===== config.mk =====
export PLATFORM = sky130hd
export DESIGN_NAME = note_sequencer
export DESIGN_NICKNAME = d
export VERILOG_FILES = /design/src/rtl/audio_pkg.sv /design/src/rtl/note_seq_rom.sv /design/src/rtl/note_sequencer.sv
export SDC_FILE = /design/constraint.sdc
export NUM_CORES = 1
export LEC_CHECK = 0
export CAP_MARGIN = 20
export CORE_ASPECT_RATIO = 0.6
export CORE_MARGIN = 5
export CORE_UTILIZATION = 58
export CTS_CLUSTER_SIZE = 10
export DETAILED_ROUTE_END_ITERATION = 10
export GPL_TIMING_DRIVEN = 0
export PLACE_DENSITY = 0.8
export SYNTH_ARGS = -nofsm -noshare
export SYNTH_HDL_FRONTEND = slang
export SYNTH_SLANG_ARGS = --single-unit

===== constraint.sdc =====
create_clock -name clk -period 3.4 [get_ports clk]
set_clock_uncertainty 0.1 [all_clocks]
set_input_delay 0.51 -clock clk [delete_from_list [all_inputs] [get_ports clk]]
set_output_delay 0.51 -clock clk [all_outputs]
set_load 0.005 [all_outputs]

===== src/rtl/audio_pkg.sv =====
// Shared audio definitions: note codes, tone half-period math and the song table format.
package audio_pkg;

    localparam int unsigned HP_W    = 18;
    localparam int unsigned CODE_W  = 4;
    localparam int unsigned DUR_W   = 3;
    localparam int unsigned IDX_W   = 8;
    localparam int unsigned MAX_LEN = 256;

    localparam logic [CODE_W-1:0] NOTE_REST = 4'd0;
    localparam logic [CODE_W-1:0] NOTE_C4   = 4'd1;
    localparam logic [CODE_W-1:0] NOTE_CS4  = 4'd2;
    localparam logic [CODE_W-1:0] NOTE_D4   = 4'd3;
    localparam logic [CODE_W-1:0] NOTE_DS4  = 4'd4;
    localparam logic [CODE_W-1:0] NOTE_E4   = 4'd5;
    localparam logic [CODE_W-1:0] NOTE_F4   = 4'd6;
    localparam logic [CODE_W-1:0] NOTE_FS4  = 4'd7;
    localparam logic [CODE_W-1:0] NOTE_G4   = 4'd8;
    localparam logic [CODE_W-1:0] NOTE_GS4  = 4'd9;
    localparam logic [CODE_W-1:0] NOTE_A4   = 4'd10;
    localparam logic [CODE_W-1:0] NOTE_AS4  = 4'd11;
    localparam logic [CODE_W-1:0] NOTE_B4   = 4'd12;

    typedef struct packed {
        logic [CODE_W-1:0] code;
        logic [DUR_W-1:0]  dur;
    } song_entry_t;

    typedef song_entry_t [MAX_LEN-1:0] song_t;
    typedef logic [15:0][HP_W-1:0] hp_table_t;

    // Note frequency in hundredths of a hertz; 0 for rest and unused codes.
    function automatic longint unsigned note_centihz(input logic [CODE_W-1:0] code);
        case (code)
            NOTE_C4:  return 64'd26163;
            NOTE_CS4: return 64'd27718;
            NOTE_D4:  return 64'd29366;
            NOTE_DS4: return 64'd31113;
            NOTE_E4:  return 64'd32963;
            NOTE_F4:  return 64'd34923;
            NOTE_FS4: return 64'd36999;
            NOTE_G4:  return 64'd39200;
            NOTE_GS4: return 64'd41530;
            NOTE_A4:  return 64'd44000;
            NOTE_AS4: return 64'd46616;
            NOTE_B4:  return 64'd49388;
            default:  return 64'd0;
        endcase
    endfunction

    // round(clk_hz / (2*f)); only ever evaluated on constants.
    function automatic logic [HP_W-1:0] half_period(input int unsigned clk_hz,
                                                    input logic [CODE_W-1:0] code);
        longint unsigned two_f;
        two_f = 64'd2 * note_centihz(code);
        if (two_f == 64'd0) return '0;
        return HP_W'((64'(clk_hz) * 64'd100 + two_f / 64'd2) / two_f);
    endfunction

    function automatic hp_table_t build_hp_table(input int unsigned clk_hz);
        hp_table_t t;
        for (int i = 0; i < 16; i++) t[i] = half_period(clk_hz, CODE_W'(i));
        return t;
    endfunction

    function automatic song_t default_song();
        song_t s;
        s = '0;
        s[0]  = '{code: NOTE_C4,   dur: 3'd1};
        s[1]  = '{code: NOTE_C4,   dur: 3'd1};
        s[2]  = '{code: NOTE_G4,   dur: 3'd1};
        s[3]  = '{code: NOTE_G4,   dur: 3'd1};
        s[4]  = '{code: NOTE_A4,   dur: 3'd1};
        s[5]  = '{code: NOTE_A4,   dur: 3'd1};
        s[6]  = '{code: NOTE_G4,   dur: 3'd2};
        s[7]  = '{code: NOTE_F4,   dur: 3'd1};
        s[8]  = '{code: NOTE_F4,   dur: 3'd1};
        s[9]  = '{code: NOTE_E4,   dur: 3'd1};
        s[10] = '{code: NOTE_E4,   dur: 3'd1};
        s[11] = '{code: NOTE_D4,   dur: 3'd1};
        s[12] = '{code: NOTE_D4,   dur: 3'd1};
        s[13] = '{code: NOTE_C4,   dur: 3'd2};
        s[14] = '{code: NOTE_REST, dur: 3'd1};
        s[15] = '{code: NOTE_REST, dur: 3'd0};
        return s;
    endfunction

    localparam song_t DEFAULT_SONG = default_song();

endpackage


===== src/rtl/note_seq_rom.sv =====
// Song table lookup; indices at or beyond LEN read back as the END marker.
module note_seq_rom
    import audio_pkg::*;
#(
    parameter int unsigned LEN  = 16,
    parameter song_t       SONG = DEFAULT_SONG
) (
    input  logic [7:0] idx,
    output logic [3:0] code_c,
    output logic [2:0] dur_c
);

    always_comb begin
        code_c = '0;
        dur_c  = '0;
        if (32'(idx) < LEN) begin
            code_c = SONG[idx].code;
            dur_c  = SONG[idx].dur;
        end
    end

endmodule


===== src/rtl/note_sequencer.sv =====
// Melody sequencer: walks the song table and drives tone enable/half-period with articulation gaps.
module note_sequencer
    import audio_pkg::*;
#(
    parameter int unsigned CLK_HZ      = 100_000_000,
    parameter int unsigned BEAT_CYCLES = 25_000_000,
    parameter int unsigned GAP_CYCLES  = 1_000_000,
    parameter int unsigned LEN         = 16,
    parameter song_t       SONG        = DEFAULT_SONG
) (
    input  logic        clk,
    input  logic        rst_n,
    input  logic        start,
    input  logic        stop,
    input  logic        loop_en,
    output logic        tone_en,
    output logic [17:0] tone_half_period,
    output logic [3:0]  note_code,
    output logic [7:0]  step_idx,
    output logic        busy,
    output logic        done
);

    localparam int unsigned CNT_W    = $clog2(7 * BEAT_CYCLES);
    localparam hp_table_t   HP_TABLE = build_hp_table(CLK_HZ);

    typedef enum logic [1:0] {IDLE, LOAD, PLAY, GAP} state_t;

    state_t            state, state_nxt;
    logic [CNT_W-1:0]  cnt, cnt_nxt, play_cnt;
    logic              past_end, past_end_nxt;
    logic              tone_en_nxt, busy_nxt, done_nxt;
    logic [HP_W-1:0]   hp_nxt;
    logic [CODE_W-1:0] code_nxt, rom_code;
    logic [IDX_W-1:0]  idx_nxt;
    logic [DUR_W-1:0]  rom_dur;

    note_seq_rom #(
        .LEN  (LEN),
        .SONG (SONG)
    ) u_rom (
        .idx    (step_idx),
        .code_c (rom_code),
        .dur_c  (rom_dur)
    );

    // PLAY length reload: dur * BEAT_CYCLES - GAP_CYCLES - 1, selected among constants.
    always_comb begin
        play_cnt = '0;
        for (int d = 1; d <= 7; d++) begin
            if (rom_dur == DUR_W'(d)) play_cnt = CNT_W'(d * BEAT_CYCLES - GAP_CYCLES - 1);
        end
    end

    always_comb begin
        state_nxt    = state;
        cnt_nxt      = cnt;
        past_end_nxt = past_end;
        tone_en_nxt  = 1'b0;
        hp_nxt       = tone_half_period;
        code_nxt     = note_code;
        idx_nxt      = step_idx;
        busy_nxt     = busy;
        done_nxt     = 1'b0;

        if (stop && state != IDLE) begin
            state_nxt    = IDLE;
            cnt_nxt      = '0;
            past_end_nxt = 1'b0;
            hp_nxt       = '0;
            code_nxt     = '0;
            idx_nxt      = '0;
            busy_nxt     = 1'b0;
        end else begin
            case (state)
                IDLE: begin
                    if (start && !stop) begin
                        state_nxt    = LOAD;
                        idx_nxt      = '0;
                        busy_nxt     = 1'b1;
                        past_end_nxt = 1'b0;
                    end
                end
                LOAD: begin
                    if (past_end || rom_dur == '0) begin
                        past_end_nxt = 1'b0;
                        idx_nxt      = '0;
                        if (!loop_en) begin
                            state_nxt = IDLE;
                            done_nxt  = 1'b1;
                            busy_nxt  = 1'b0;
                            hp_nxt    = '0;
                            code_nxt  = '0;
                        end
                    end else begin
                        state_nxt   = PLAY;
                        code_nxt    = rom_code;
                        hp_nxt      = HP_TABLE[rom_code];
                        cnt_nxt     = play_cnt;
                        tone_en_nxt = (rom_code != '0);
                    end
                end
                PLAY: begin
                    if (cnt == '0) begin
                        state_nxt = GAP;
                        cnt_nxt   = CNT_W'(GAP_CYCLES - 1);
                    end else begin
                        cnt_nxt     = cnt - 1'b1;
                        tone_en_nxt = (note_code != '0);
                    end
                end
                GAP: begin
                    if (cnt == '0) begin
                        state_nxt    = LOAD;
                        idx_nxt      = step_idx + 1'b1;
                        past_end_nxt = (step_idx == IDX_W'(LEN - 1));
                    end else begin
                        cnt_nxt = cnt - 1'b1;
                    end
                end
            endcase
        end
    end

    always_ff @(posedge clk or negedge rst_n) begin
        if (!rst_n) begin
            state            <= IDLE;
            cnt              <= '0;
            past_end         <= 1'b0;
            tone_en          <= 1'b0;
            tone_half_period <= '0;
            note_code        <= '0;
            step_idx         <= '0;
            busy             <= 1'b0;
            done             <= 1'b0;
        end else begin
            state            <= state_nxt;
            cnt              <= cnt_nxt;
            past_end         <= past_end_nxt;
            tone_en          <= tone_en_nxt;
            tone_half_period <= hp_nxt;
            note_code        <= code_nxt;
            step_idx         <= idx_nxt;
            busy             <= busy_nxt;
            done             <= done_nxt;
        end
    end

endmodule


==> reports/metrics.cfg, run 1 <==
[floorplan]
die_x_um=120
start_util_pct=59.1
dieArea_um2=9170
die_h_um=76.2
core_region_area_um2=7180
row_count=24
ios=38

[power_and_ir_drop]
swShare_pct=40.4
p_seq_share_pct=31.8
pwr_density_cell_nw_per_um2=755
p_switching_mw=1.56
pwr-share-comb_pct=43.6
p_int_mw=2.31
power.total_mw=3.87
ir_worst_vdd_v=0.000425
leakagePower_nw=2.21
clockPowerShare_pct=24.5

[critical_path]
crit_fanout=10
crit_chain=nor4_1 > nand3_1 > ha_1 > o21ai_2 > nor2_1 > a211oi_2 > buf_6 > nand2_1 > o21ai_0
slowest_delay_ps=600
crit_required_ps=3550
start_kind=register
end_kind=register
arrival_ps=3330
cp_slowest_cell=nor4_1
path_class=register to register

[place]
hpwl_um=9060
dpl_cell_area_um2=4720
post-place-ws_ps=-467
dp.cells=625
numPortBuffers=37
globalplace.congestion=0.998

[yosys]
synthFlopType=dfrtp_1
synthArstFlopShare_pct=100
synthCells=497
ys_ff_latch=64
yosys.cell_types.count=64
seq_area_frac_synth_pct=37.8
synth.net_count=528
synth_edf_count=0
syn_area_per_cell_um2=8.53
synthesis.area_um2=4240
ys_warn_count=0

[sta]
maxSlewViolCount=0
rsz0062_at_grt=no
setup_viol=0
fin_crit_ps=3180
slew_headroom_pct=45.7
fin_crit_sh_pct=93.5
max_freq_mhz=315
worst_slack_ps=222
tightest_slew_ps=815
holdWs_ps=154
hold_viol=0

[finish]
fin_area_um2=5130
antenna_cells=0
stdcell_count=645
syn_to_final_growth_pct=21.0
final_nets=580
layout-drive-gt1-share_pct=10.6

[drt]
via_per_inst=6.74
vias=4347
dr.pass1.iters=6
drc=0
wl_per_cell_um=19.8
drtIter0Drc=589
antenna_left=0
wl_um=12800

[global_routing]
grt_overflow=0
grt_pass1_vias=4046
antenna_found_initial=0
grt_max_degree=65
grt_usage_pct=28.5
grt_pass1_wl_um=21100

[min_path]
hp-class=input port to async pin

[job]
drv_cap=0

[clock_network]
numCtsBuffers=9
cts_tree=built
clk_path_buf_depth=2
htree_levels=3
cts.sinks=64
cts.clk_slew.worst_paths_ps=50
root_buffer=clkbuf_16
clk_latency_ps=340

[outcome]
status=finished clean

through the flow:
| stage | util, % | setup TNS (ps) |
|---|---|---|
| after floorplan | - | 0 |
| final | 71.5 | 0 |
| after global routing | 71.5 | 0 |
| after detailed placement | 65.8 | -6190 |
| after CTS | 70.6 | 0 |
| after global placement | 65.8 | -27050 |
path summary, 6_finish.rpt:
| kind | from | end | slack [ps] | cells after the start |
|---|---|---|---|---|
| setup / recovery | step_idx[4]$_DFFE_PN0P_ | cnt[22]$_DFFE_PN0P_ | 220 | 9 |
| hold reg to reg | tone_half_period[10]$_DFFE_PN0P_ | tone_half_period[10]$_DFFE_PN0P_ | 380 | 2 |
| hold / removal | rst_n | tone_half_period[16]$_DFFE_PN0P_ | 150 | 1 |
| setup reg to reg | step_idx[4]$_DFFE_PN0P_ | cnt[22]$_DFFE_PN0P_ | 220 | 9 |
| min in group clk | tone_half_period[10]$_DFFE_PN0P_ | tone_half_period[10]$_DFFE_PN0P_ | 380 | 2 |
| max in group asynchronous | rst_n | step_idx[0]$_DFFE_PN0P_ | 2440 | 1 |
cell usage after synthesis (all sizes together), types with 7 or more instances:
cell type	count	area, um2
a22o	11	96.3
nor2	47	176
nor3	19	95.1
a211oi	8	65.1
or3	7	48.8
nor4	10	83.8
clkbuf	19	71.3
dfrtp	64	1600
nand2	58	218
nand3	18	90.1
ha	26	325
a21oi	25	133
a31oi	13	81.3
o31ai	8	60.1
nand2b	8	50.1
inv	17	63.8
o21ai	47	235
cells by family (layout without fill, tap and decap cells):
group                      after synthesis  count (layout)  share of synthesized area (%)
and+or+nand+nor                        198             198                           23.3
buffers and inverters                   42              99                           4.49
xor gates and xnor gates                 3               3                          0.620
AOI/OAI and AO/OA                      161             161                           25.5
adders and majority gates               26              26                           7.67
muxes                                    3               3                          0.708
DFF                                     64              64                           37.8
layer usage:
| layer | up-vias | wire, um | global-route usage (%) |
|---|---|---|---|
| li1 | 1936 | - | - |
| met1 | 2122 | 5980 | 43.5 |
| met2 | 266 | 5130 | 36.8 |
| met3 | 23 | 1530 | 11.9 |
| met4 | 0 | 147 | 6.45 |
| met5 | - | 0 | 0 |
placed cells by master, fill, tap and decap left out, types with 4 or more instances in the layout:
master           instances
dfrtp_1                 63
nand2_1                 58
nor2_1                  45
o21ai_0                 44
clkdlybuf4s50_1         36
ha_1                    26
a21oi_1                 20
nor3_1                  18
nand3_1                 17
inv_1                   17
clkbuf_1                15
a31oi_1                 13
a22o_1                  11
clkbuf_16                9
nand2b_1                 8
o31ai_1                  8
nor4_1                   7
or3_1                    6
a211oi_1                 6
and3_1                   6
a21o_1                   6
buf_4                    6
a21oi_2                  5
or2_2                    5
o211ai_1                 5
buf_6                    5
nand4_1                  4
a221o_1                  4
o2bb2ai_1                4
o22a_1                   4
final cells by class:
class | count | area [um2]
multi-input cells | 391 | 2500
fillers | 551 | 2050
clock buffers | 11 | 253
clock inverters | 5 | 55.1
well taps | 91 | 114
inverters | 17 | 63.8
flip-flops and latches | 64 | 1600
repair buffers | 42 | 405
plain buffers | 24 | 133
timing repair:
| item | CTS | global route |
|---|---|---|
| pin swaps | 0 | 1 |
| setup buffers | 2 | 3 |
| hold buffers | 0 | 0 |
| endpoints found under the setup margin | 28 | 47 |
| resized for setup | 7 | 19 |
power groups by stage:
stage               Clock [mW]  Combinational (mW)  Sequential [mW]
finish                   0.950                1.69             1.23
global route              1.00                1.82             1.26
CTS                      0.954                1.60             1.22
detailed placement           0                1.54             1.22
global placement             0                1.50             1.21
floorplan                    0                1.04             1.17
registers in the layout (all words and copies together) (netlist names):
name              flops
state                 2
cnt                  28
step_idx              8
tone_half_period     18
busy                  1
tone_en               1
done                  1
past_end              1
note_code             4
worst max-delay path, delay by kind of cell (launching register included):
family | cells | cell delay, ps
buf+inv | 1 | 210
flops | 1 | 470
compound gates | 3 | 890
fa+ha+maj | 1 | 330
simple gates | 4 | 1100
Power figures use the tool's default switching activity.
==> run 2, diff against run 1 <==
--- a/config.mk
+++ b/config.mk
@@ -11,7 +11,6 @@
 export CORE_UTILIZATION = 58
 export CTS_CLUSTER_SIZE = 10
 export DETAILED_ROUTE_END_ITERATION = 10
-export GPL_TIMING_DRIVEN = 0
 export PLACE_DENSITY = 0.8
 export SYNTH_ARGS = -nofsm -noshare
 export SYNTH_HDL_FRONTEND = slang
==> constraint.sdc (replaced) <==
create_clock -name clk -period 3.57 [get_ports clk]
set_clock_uncertainty 0.1 [all_clocks]
set_input_delay 0.5355 -clock clk [delete_from_list [all_inputs] [get_ports clk]]
set_output_delay 0.5355 -clock clk [all_outputs]
set_load 0.005 [all_outputs]
==> reports/metrics.cfg, run 2 (synthesis results as in run 1) <==
[outcome]
status=finished clean  ; unchanged

[clock_network]
cts.sinks=64  ; unchanged
cts_tree=built  ; unchanged
root_buffer=clkbuf_16  ; unchanged
clk_path_buf_depth=2  ; unchanged
clk_latency_ps=340  ; about the same
htree_levels=3  ; unchanged
cts.clk_slew.worst_paths_ps=60  ; was 50 ps
numCtsBuffers=9  ; unchanged

[critical_path]
slowest_delay_ps=690  ; was 600 ps
arrival_ps=3360  ; was 3330 ps
cp_slowest_cell=or4b_2  ; was nor4_1
crit_fanout=11  ; was 10
r2r_start=cnt[0]$_DFFE_PN0P_  ; was step_idx[4]$_DFFE_PN0P_
r2r_end=cnt[12]$_DFFE_PN0P_  ; was cnt[22]$_DFFE_PN0P_
path_class=register to register  ; unchanged
worstSetupStartpoint=cnt[0]$_DFFE_PN0P_  ; was step_idx[4]$_DFFE_PN0P_
reg2reg_slack_ps=310  ; was 220 ps
rr_worst_depth=8  ; was 9
crit_required_ps=3670  ; was 3550 ps
end_kind=register  ; unchanged
crit_chain=inv_1 > ha_1 > or4b_2 > nor3_1 > nand4_1 > and4b_1 > o21ai_0 > nand3_1  ; was nor4_1 > nand3_1 > ha_1 > o21ai_2 > nor2_1 > a211oi_2 > buf_6 > nand2_1 > o21ai_0
start_kind=register  ; unchanged

[sta]
maxSlewViolCount=0  ; unchanged
fin_crit_sh_pct=91.3  ; was 93.5%
fin_crit_ps=3260  ; was 3180 ps
rsz0062_at_grt=no  ; unchanged
holdWs_ps=275  ; was 154 ps
tightest_slew_ps=836  ; was 815 ps
setup_tns_ps=0  ; unchanged
max_freq_mhz=307  ; was 315 MHz
slew_headroom_pct=44.3  ; was 45.7%
worst_slack_ps=311  ; was 222 ps
setup_viol=0  ; unchanged
hold_viol=0  ; unchanged

[global_routing]
grt_pass1_vias=3868  ; was 4046
grt_overflow=0  ; unchanged
grt_pass1_wl_um=20400  ; was 21100 um
grt_usage_pct=27.9  ; was 28.5%
grt_max_degree=65  ; unchanged
antenna_found_initial=0  ; unchanged

[floorplan]
ios=38  ; unchanged
die_x_um=120  ; unchanged
core_region_area_um2=7180  ; unchanged
dieArea_um2=9170  ; unchanged
start_util_pct=59.1  ; unchanged
row_count=24  ; unchanged
die_h_um=76.2  ; unchanged

[finish]
syn_to_final_growth_pct=21.1  ; was 21.0%
reg_top3=cnt x28, tone_half_period x18, step_idx x8  ; unchanged
final_cell_mix=64 x dfrtp_1, 58 x nand2_1, 47 x nor2_1  ; was 63 x dfrtp_1, 58 x nand2_1, 45 x nor2_1
antenna_cells=0  ; unchanged
top_register=cnt  ; unchanged
fill_cells=532  ; was 551
final_nets=573  ; was 580
fin_area_um2=5130  ; about the same
layout-drive-gt1-share_pct=10.6  ; about the same
multiInputGateArea_um2=2470  ; was 2500 um2
final_common_cell=dfrtp_1  ; unchanged
largest_reg_flops=28  ; unchanged
regArea_um2=1600  ; about the same

[place]
post-place-ws_ps=33.7  ; was -467 ps
numPortBuffers=37  ; unchanged
globalplace.congestion=0.940  ; was 0.998
dpl_cell_area_um2=4750  ; was 4720 um2
hpwl_um=9000  ; was 9060 um

[job]
drv_cap=0  ; unchanged

[min_path]
hp-class=input port to async pin  ; unchanged

[drt]
drc=0  ; unchanged
drtIter0Drc=730  ; was 589
dr.pass1.iters=8  ; was 6
antenna_left=0  ; unchanged
vias=4273  ; was 4347
wl_per_cell_um=19.6  ; was 19.8 um
via_per_inst=6.70  ; was 6.74
wl_um=12500  ; was 12800 um

[power_and_ir_drop]
ir_worst_vdd_v=0.000410  ; was 0.000425 V
leakagePower_nw=2.25  ; was 2.21 nW
pwr_density_cell_nw_per_um2=725  ; was 755 nW/um2

-- run 2: changes by cell type in the layout (fill, tap and decap cells not counted), moves of 2 or more --
| cell | delta |
|---|---|
| buf_4 | +16 |
| clkbuf_1 | -15 |
| buf_6 | -5 |
| a21oi_1 | +3 |
| a21oi_2 | -3 |
| buf_2 | -2 |
| bufinv_16 | +2 |
| nor2_1 | +2 |
| nor2_2 | -2 |
-- run 2: routing by layer --
| metal | routed length [um] | global-route usage (%) |
|---|---|---|
| met1 | 5800 | 42.5 |
| met2 | 4990 | 36.5 |
| met3 | 1570 | 11.3 |
| met4 | 167 | 6.33 |
| met5 | 0 | 0 |
-- run 2: critical path: cells and delay by family, from the launching register on --
kind / cells / cell delay [ps]
and+or+nand+nor: 5 / 2160
buffers and inverters: 1 / 120
DFF: 1 / 420
AOI/OAI and AO/OA: 1 / 170
adders and majority gates: 1 / 160
-- run 2: where the power goes --
part           switching (mW)  internal (mW)
Sequential              0.233          0.944
Clock                   0.333          0.719
Combinational           0.859          0.634
Total                    1.43           2.30
-- run 2: how the worst max path moves through the flow --
stage / cells past startpoint / slack [ps] / endpoint
3_5_place_dp: 12 / 30 / cnt[25]$_DFFE_PN0P_
6_report: 8 / 310 / cnt[12]$_DFFE_PN0P_
3_3_place_gp: 10 / 260 / cnt[24]$_DFFE_PN0P_
5_1_grt: 13 / 120 / cnt[11]$_DFFE_PN0P_
2_1_floorplan: 11 / 370 / cnt[24]$_DFFE_PN0P_
4_1_cts: 12 / 130 / cnt[25]$_DFFE_PN0P_
-- run 2: final cells by class --
| cell class | count | area share, % |
|---|---|---|
| Clock inverter | 5 | 2.00 |
| Clock buffer | 11 | 4.92 |
| Tap cell | 91 | 2.22 |
| Multi-Input combinational cell | 391 | 48.1 |
| Sequential cell | 64 | 31.2 |
| Timing Repair Buffer | 59 | 10.3 |
| Inverter | 17 | 1.24 |
-- run 2: repair_timing --
item / CTS / global route
hold endpoints to repair: 0 / 0
endpoints found under the setup margin: 8 / 16
hold buffers: 0 / 0
setup buffers: 0 / 1
gates resized for setup: 1 / 6
-- run 2: through the flow --
step           util [%]  power, mW  instances
2_1_floorplan         -       2.11        497
3_3_place_gp       66.2       2.54        621
3_5_place_dp       66.2       2.60        621
4_1_cts            71.2       3.67        637
5_1_grt            71.5       3.94        638
6_report           71.5       3.72        638
